**src/rtl/lsu_ctrl.sv**
```systemverilog
// lsu_ctrl: single-outstanding load/store unit front end.
// Converts byte/half/word requests into word-aligned memory accesses with
// byte-lane masks, and returns sign/zero-extended load data.
// Optional macro LSU_MISALIGNED_EN: split misaligned accesses into two
// word accesses (ACC0 + ACC1); without it they are answered with an error.
module lsu_ctrl (
    input  logic        i_clk,
    input  logic        i_rst,
    input  logic        i_req_valid,
    output logic        o_req_ready,
    input  logic        i_req_store,
    input  logic [1:0]  i_req_size,
    input  logic        i_req_unsigned,
    input  logic [31:0] i_req_addr,
    input  logic [31:0] i_req_wdata,
    output logic        o_mem_valid,
    output logic        o_mem_we,
    output logic [31:0] o_mem_addr,
    output logic [31:0] o_mem_mask,
    output logic [31:0] o_mem_wdata,
    input  logic        i_mem_ready,
    input  logic [31:0] i_mem_rdata,
    output logic        o_rsp_valid,
    output logic [31:0] o_rsp_data,
    output logic        o_rsp_err,
    input  logic        i_rsp_ready
);

    typedef enum logic [1:0] {S_IDLE, S_ACC0, S_ACC1, S_RESP} state_t;

    state_t      state_q, state_d;
    logic        store_q, store_d;
    logic [1:0]  size_q, size_d;
    logic        uns_q, uns_d;
    logic [31:0] addr_q, addr_d;
    logic [31:0] wdata_q, wdata_d;
    logic [31:0] rsp_data_q, rsp_data_d;
    logic        rsp_err_q, rsp_err_d;
`ifdef LSU_MISALIGNED_EN
    logic [31:0] buf_q, buf_d;
`endif

    // Access crosses a word boundary.
    function automatic logic is_misaligned(input logic [1:0] size, input logic [1:0] bi);
        return ((size == 2'd1) && (bi == 2'd3)) || ((size == 2'd2) && (bi != 2'd0));
    endfunction

    // Mask raw load bytes to the access size and extend to 32 bits.
    function automatic logic [31:0] load_ext(input logic [31:0] raw, input logic [1:0] size,
                                             input logic uns);
        case (size)
            2'd0:    return {{24{~uns & raw[7]}}, raw[7:0]};
            2'd1:    return {{16{~uns & raw[15]}}, raw[15:0]};
            default: return raw;
        endcase
    endfunction

    logic [4:0]  sh;
    logic [31:0] size_mask;
    logic [31:0] load_raw;

    // Lane shift, size mask and assembled load data for the latched access.
    always_comb begin
        sh = {addr_q[1:0], 3'b000};
        case (size_q)
            2'd0:    size_mask = 32'h0000_00FF;
            2'd1:    size_mask = 32'h0000_FFFF;
            default: size_mask = 32'hFFFF_FFFF;
        endcase
`ifdef LSU_MISALIGNED_EN
        // Second word supplies the upper bytes of a split load.
        if (state_q == S_ACC1) begin
            load_raw = 32'({i_mem_rdata, buf_q} >> sh);
        end else begin
            load_raw = i_mem_rdata >> sh;
        end
`else
        load_raw = i_mem_rdata >> sh;
`endif
    end

    // Memory-side outputs, derived purely from state and latched request so
    // they stay stable while waiting for i_mem_ready.
    always_comb begin
        o_mem_valid = (state_q == S_ACC0) || (state_q == S_ACC1);
        o_mem_we    = store_q & o_mem_valid;
        o_mem_addr  = {addr_q[31:2], 2'b00};
        o_mem_mask  = 32'd0;
        o_mem_wdata = wdata_q << sh;
`ifdef LSU_MISALIGNED_EN
        // Upper halves of the 64-bit shifts are the bytes spilling into word+4.
        if (state_q == S_ACC1) begin
            o_mem_addr  = {addr_q[31:2], 2'b00} + 32'd4;
            o_mem_mask  = 32'(({32'd0, size_mask} << sh) >> 32);
            o_mem_wdata = 32'(({32'd0, wdata_q} << sh) >> 32);
        end else if (state_q == S_ACC0) begin
            o_mem_mask  = size_mask << sh;
        end
`else
        if (state_q == S_ACC0) begin
            o_mem_mask = size_mask << sh;
        end
`endif
    end

    // Next-state logic: request latch, access sequencing, response formation.
    always_comb begin
        state_d    = state_q;
        store_d    = store_q;
        size_d     = size_q;
        uns_d      = uns_q;
        addr_d     = addr_q;
        wdata_d    = wdata_q;
        rsp_data_d = rsp_data_q;
        rsp_err_d  = rsp_err_q;
`ifdef LSU_MISALIGNED_EN
        buf_d      = buf_q;
`endif
        case (state_q)
            S_IDLE: begin
                if (i_req_valid) begin
                    store_d    = i_req_store;
                    size_d     = i_req_size;
                    uns_d      = i_req_unsigned;
                    addr_d     = i_req_addr;
                    wdata_d    = i_req_wdata;
                    rsp_data_d = 32'd0;
`ifdef LSU_MISALIGNED_EN
                    rsp_err_d  = (i_req_size == 2'd3);
`else
                    rsp_err_d  = (i_req_size == 2'd3) ||
                                 is_misaligned(i_req_size, i_req_addr[1:0]);
`endif
                    state_d    = rsp_err_d ? S_RESP : S_ACC0;
                end
            end
            S_ACC0: begin
                if (i_mem_ready) begin
`ifdef LSU_MISALIGNED_EN
                    buf_d = i_mem_rdata;
                    if (is_misaligned(size_q, addr_q[1:0])) begin
                        state_d = S_ACC1;
                    end else begin
                        state_d    = S_RESP;
                        rsp_data_d = store_q ? 32'd0 : load_ext(load_raw, size_q, uns_q);
                    end
`else
                    state_d    = S_RESP;
                    rsp_data_d = store_q ? 32'd0 : load_ext(load_raw, size_q, uns_q);
`endif
                end
            end
`ifdef LSU_MISALIGNED_EN
            S_ACC1: begin
                if (i_mem_ready) begin
                    state_d    = S_RESP;
                    rsp_data_d = store_q ? 32'd0 : load_ext(load_raw, size_q, uns_q);
                end
            end
`endif
            S_RESP: begin
                if (i_rsp_ready) begin
                    state_d    = S_IDLE;
                    rsp_data_d = 32'd0;
                    rsp_err_d  = 1'b0;
                end
            end
            default: state_d = S_IDLE;
        endcase
    end

    // State and datapath registers; reset abandons any in-flight access.
    always_ff @(posedge i_clk or posedge i_rst) begin
        if (i_rst) begin
            state_q    <= S_IDLE;
            store_q    <= 1'b0;
            size_q     <= 2'd0;
            uns_q      <= 1'b0;
            addr_q     <= 32'd0;
            wdata_q    <= 32'd0;
            rsp_data_q <= 32'd0;
            rsp_err_q  <= 1'b0;
`ifdef LSU_MISALIGNED_EN
            buf_q      <= 32'd0;
`endif
        end else begin
            state_q    <= state_d;
            store_q    <= store_d;
            size_q     <= size_d;
            uns_q      <= uns_d;
            addr_q     <= addr_d;
            wdata_q    <= wdata_d;
            rsp_data_q <= rsp_data_d;
            rsp_err_q  <= rsp_err_d;
`ifdef LSU_MISALIGNED_EN
            buf_q      <= buf_d;
`endif
        end
    end

    assign o_req_ready = (state_q == S_IDLE);
    assign o_rsp_valid = (state_q == S_RESP);
    assign o_rsp_data  = rsp_data_q;
    assign o_rsp_err   = rsp_err_q;

endmodule
```
**config.mk**
```make
export PLATFORM = sky130hd
export DESIGN_NAME = lsu_ctrl
export DESIGN_NICKNAME = d
export VERILOG_FILES = /design/src/rtl/lsu_ctrl.sv
export SDC_FILE = /design/constraint.sdc
export NUM_CORES = 1
export LEC_CHECK = 0
export CAP_MARGIN = 15
export CORE_ASPECT_RATIO = 1.75
export CORE_UTILIZATION = 43
export CTS_CLUSTER_DIAMETER = 200
export DETAILED_ROUTE_END_ITERATION = 8
export PLACE_DENSITY = 0.89
export SETUP_SLACK_MARGIN = 0.3
export SLEW_MARGIN = 20
export SYNTH_ARGS = -nofsm -noshare
export SYNTH_HDL_FRONTEND = slang
export SYNTH_SLANG_ARGS = --single-unit
```
**constraint.sdc**
```tcl
create_clock -name i_clk -period 4.76 [get_ports i_clk]
set_clock_uncertainty 0.05 [all_clocks]
set_input_delay 0.952 -clock i_clk [delete_from_list [all_inputs] [get_ports i_clk]]
set_output_delay 0.952 -clock i_clk [all_outputs]
set_load 0.02 [all_outputs]
```
======== Word-level counts from Yosys, hierarchy flattened ========
Cells that the tools add are included.
word-level totals
  logic and storage cells ................. 56
  register bits after elaboration ......... 103
  output and inout port bits .............. 133
  input bits .............................. 105
operators by class
  bitwise gates (word level) .............. 4
  mux-type cells .......................... 16
  shifts and indexed selects .............. 3
  reductions and logical operators ........ 14
  eq/ne operators ......................... 11
operators with widths
  kind                count
  $mux 32             5
  $pmux 32 s2         2
  $pmux 32 s3         1
  $shl 32x5->32       2
  $shr 32x5->32       1
  $eq 2x2->1 const B  5
  $mux 2              4
  $eq 2x1->1 const B  3
  $pmux 2 s3          1
  $reduce_and 3->1    2
  $logic_not 2->1     2
  $ne 2x2->1 const B  2
  $reduce_and 4->1    1
  $reduce_bool 2->1   2
  $and 1x1->1         3
  $logic_or 1x1->1    3
  $reduce_bool 3->1   1
  $logic_and 1x1->1   2
  $mux 1              2
  $ne 2x1->1 const B  1
  $pmux 1 s2          1
  $reduce_and 2->1    1
  $not 1->1           1

======== Depth between registers and ports, before layout ========
  depth after elaboration ................. 7
  mapped depth ............................ 8
  gate-level depth less buffers ........... 6

======== Least setup slack after synthesis ========
OpenSTA, ideal clock, no wires.
  path kind ............................... flip-flop to output port
  start point ............................. reg addr_q[1]
  end point ............................... out o_mem_mask[10]
  path buffers ............................ 5
  arrival time ............................ 2341 ps
  path slack .............................. 1417 ps
  data required time ...................... 3758 ps
  stages on the path, launching flop included .. 7
  path through ............................ dfrtp_1 -> buf_4 -> buf_2 -> buf_2 -> buf_2 -> nor3b_1 -> buf_4
between the ends
  longest elaborated chain between the ends .. 2
RTL lines
  what                    line  RTL
  from (decl)             35    logic [31:0] addr_q, addr_d;
  from (signal assigned)  191   addr_q <= addr_d;
  $shl 32x5->32           101   o_mem_mask = size_mask << sh;
  $mux 32                 100   if (state_q == S_ACC0) begin
  to (decl)               19    output logic [31:0] o_mem_mask,
No other way between the ends.

======== Final worst setup path ========
  start point ............................. reg addr_q[1]
  end point ............................... out o_mem_wdata[19]
between the ends
  longest elaborated chain between the ends .. 1
RTL lines
  what           line  RTL
  $shl 32x5->32  89    o_mem_wdata = wdata_q << sh;
  to (decl)      20    output logic [31:0] o_mem_wdata,
No other way between the ends.

==> flow_metrics.py <==
metrics = {
    "sta": {
        "finalHoldViolations": 0,
        "relSlewSlack_pct": 36.1,
        "fin_crit_ps": 3820,
        "final.period_utilization_pct": 80.2,
        "fmax_ghz": 0.262,
        "layout_setup_ws_ps": 940,
        "tns_ps": 0,
        "slew_viol_final": 0,
        "rsz0062_at_grt": "false",
        "setup_violations": 0,
        "holdWs_ps": 449,
        "worst_slew_pin_slew_ps": 958,
    },
    "setup_path": {
        "critPathBufInv": 1,
        "critPathCaptureType": "output pin",
        "critical-path-max-stage-delay_ps": 840,
        "crit_arrival_ps": 2820,
        "worstPathRequired_ps": 3760,
        "cp_cell_sequence": "nor2b_1 > nand2_1 > o21ai_0 > clkdlybuf4s50_1",
        "cpMaxStageDelayCell": "nor2b_1",
        "cpLargestDelayFamily": "simple AND/OR/NAND/NOR gates",
        "r2r.worst_path.cells": 6,
        "reg2reg_slack_ps": 2080,
        "crit_type": "reg2out",
        "critical_path.max_fanout": 40,
        "critPathLaunchType": "flop",
        "timing.rr.end": "o_rsp_data[19]",
        "rr_startpoint": "state_q[1]",
    },
    "cells_and_area": {
        "final_util_pct": 62.7,
        "final_nets": 741,
        "diodes": 0,
        "final_cells": 804,
        "drive_gt1_share_pct": 18.4,
        "final_common_cell": "clkdlybuf4s50_1",
        "fin_area_um2": 7800,
        "layout_common_cells": "clkdlybuf4s50_1, dfrtp_1, mux2_2",
        "layout-area-overhead-vs-synth_pct": 41.9,
    },
    "logic_synthesis": {
        "ys_async_sr_fraction_pct": 100,
        "synth-seq-area-share_pct": 46.9,
        "syn_inst": 469,
        "ys_ff_latch": 103,
        "ys_types": 42,
        "synth_area_per_cell_um2": 11.7,
        "synth_top_flop_cell": "dfrtp_1",
        "synth-edff-count": 0,
        "synth_area_um2": 5500,
        "ys_warn_count": 0,
    },
    "cts": {
        "cts_setup_buffers": 0,
        "clock_latency_ps": 340,
        "postCtsHoldBufs": 0,
        "clock_path_buffers": 2,
        "cts_buffers": 9,
        "cts_sinks": 103,
        "cts_tree": "built",
        "cts.clk_slew.worst_paths_ps": 70,
        "h-tree-depth": 3,
        "cts_root_buffer": "clkbuf_16",
        "cts-resized-gates": 0,
    },
    "power": {
        "p_leak_nw": 3.19,
        "power_density_nw_per_um2": 726,
        "ir_drop_v": 0.000520,
        "p_total_mw": 5.66,
    },
    "die": {
        "ios": 238,
        "fp.dieW_um": 87.5,
        "core_area_um2": 12400,
        "die_area_um2": 13300,
        "start_util_pct": 44.2,
        "die_h_um": 152,
        "placement_rows": 54,
    },
    "placement": {
        "dp_hpwl_um": 11300,
        "gp_congestion": 0.886,
        "dpl_worst_slack_ps": 1300,
        "placed_cells": 789,
        "place_area_um2": 7520,
        "numPortBuffers": 235,
    },
    "outcome": {
        "outcome": "completed",
    },
    "global_route": {
        "antenna_found_initial": 0,
        "grt-ovfl-total": 0,
        "grt_max_degree": 88,
        "grt_pass1_wl_um": 22700,
        "grt_pass1_vias": 4473,
        "grt.total_usage_pct": 22.6,
    },
    "route": {
        "firstDrtPassIters": 6,
        "drt_iter0_markers": 131,
        "routed_via_density": 5.33,
        "ant_nets": 0,
        "num_vias": 4286,
        "routed_wirelength_um": 15100,
        "routedWlPerCell_um": 18.7,
        "drcViolationCount": 0,
    },
    "min_path": {
        "hp-class": "reg2reg",
        "worstHoldStart": "o_rsp_data[3]",
        "hold_path_end": "o_rsp_data[3]",
        "hold-path-cell-count": 1,
    },
    "flow_run": {
        "cap_violations": 0,
    },
}
layout make-up:
type | count | area, um2
repair buffers | 241 | 2400
inverters | 5 | 23.8
multi-input cells | 272 | 2320
clock inverters | 5 | 42.5
well taps | 168 | 210
fillers | 975 | 4630
clock buffers | 10 | 229
flip-flops and latches | 103 | 2580
power breakdown:
| part | switching [mW] | total (mW) | internal [mW] | leakage, nW |
|---|---|---|---|---|
| clock | 0.328 | 0.685 | 0.358 | 0.123 |
| sequential | 0.364 | 1.61 | 1.25 | 1.28 |
| combinational | 1.68 | 3.37 | 1.68 | 1.78 |
| total | 2.38 | 5.66 | 3.28 | 3.19 |
worst register-to-register path: cells and delay by family, from the launching register on:
kind	cells	cell delay (ps)
flip-flops	1	420
AO/OA/AOI/OAI	2	1110
AND/OR/NAND/NOR	2	630
buffers and inverters	1	120
adder cells (fa/ha/maj)	1	300
cell families (layout without fill, tap and decap cells):
group / count (synthesis) / in the layout / share of synthesized area [%]
buffers and inverters: 95 / 261 / 11.1
adder cells (fa/ha/maj): 4 / 4 / 0.911
other: 1 / 2 / 0.0682
flip-flops: 103 / 103 / 46.9
AND/OR/NAND/NOR: 72 / 72 / 7.17
AO/OA/AOI/OAI: 85 / 85 / 11.9
XOR/XNOR: 1 / 1 / 0.159
multiplexers: 108 / 108 / 21.8
layer usage:
metal | part of all wire [%] | global-route usage (%) | wire length [um] | vias to the layer above
li1 | - | - | - | 1942
met1 | 36 | 23.6 | 5400 | 2132
met2 | 56 | 42.7 | 8470 | 176
met3 | 5.0 | 4.66 | 755 | 36
met4 | 2.8 | 9.34 | 423 | 0
met5 | 0 | 0 | 0 | -
worst max path at each step:
stage          slack, ps              end  cells after the start      start
2_1_floorplan       1050        addr_q[0]                      1      i_rst
3_3_place_gp        1370  o_mem_wdata[16]                      4  addr_q[1]
3_5_place_dp        1300  o_mem_wdata[19]                      4  addr_q[1]
4_1_cts              910  o_mem_wdata[19]                      4  addr_q[1]
5_1_grt              750  o_mem_wdata[19]                      4  addr_q[1]
6_report             940  o_mem_wdata[19]                      4  addr_q[1]
cells in the mapped netlist, types with 2 or more instances:
cell	n	area, um2
nand2_1	15	56.3
a221oi_1	7	61.3
ha_1	4	50.1
mux2i_1	24	240
a211oi_1	9	67.6
a221o_1	16	160
nor2_1	22	82.6
o21ai_0	13	65.1
inv_1	5	18.8
buf_4	61	458
clkbuf_1	8	30.0
a2bb2oi_1	2	17.5
a21oi_1	17	85.1
o2bb2ai_1	15	131
buf_1	7	26.3
dfrtp_1	103	2580
mux2_2	83	935
buf_2	12	60.1
nor2b_1	12	75.1
and2_1	11	68.8
o21a_1	2	15.0
sequential cells by signal, summed over array words and instances (netlist names):
signal      cells
o_rsp_err       1
o_rsp_data     32
uns_q           1
wdata_q        32
store_q         1
size_q          2
addr_q         32
state_q         2
(Power assumes the default switching activity.)
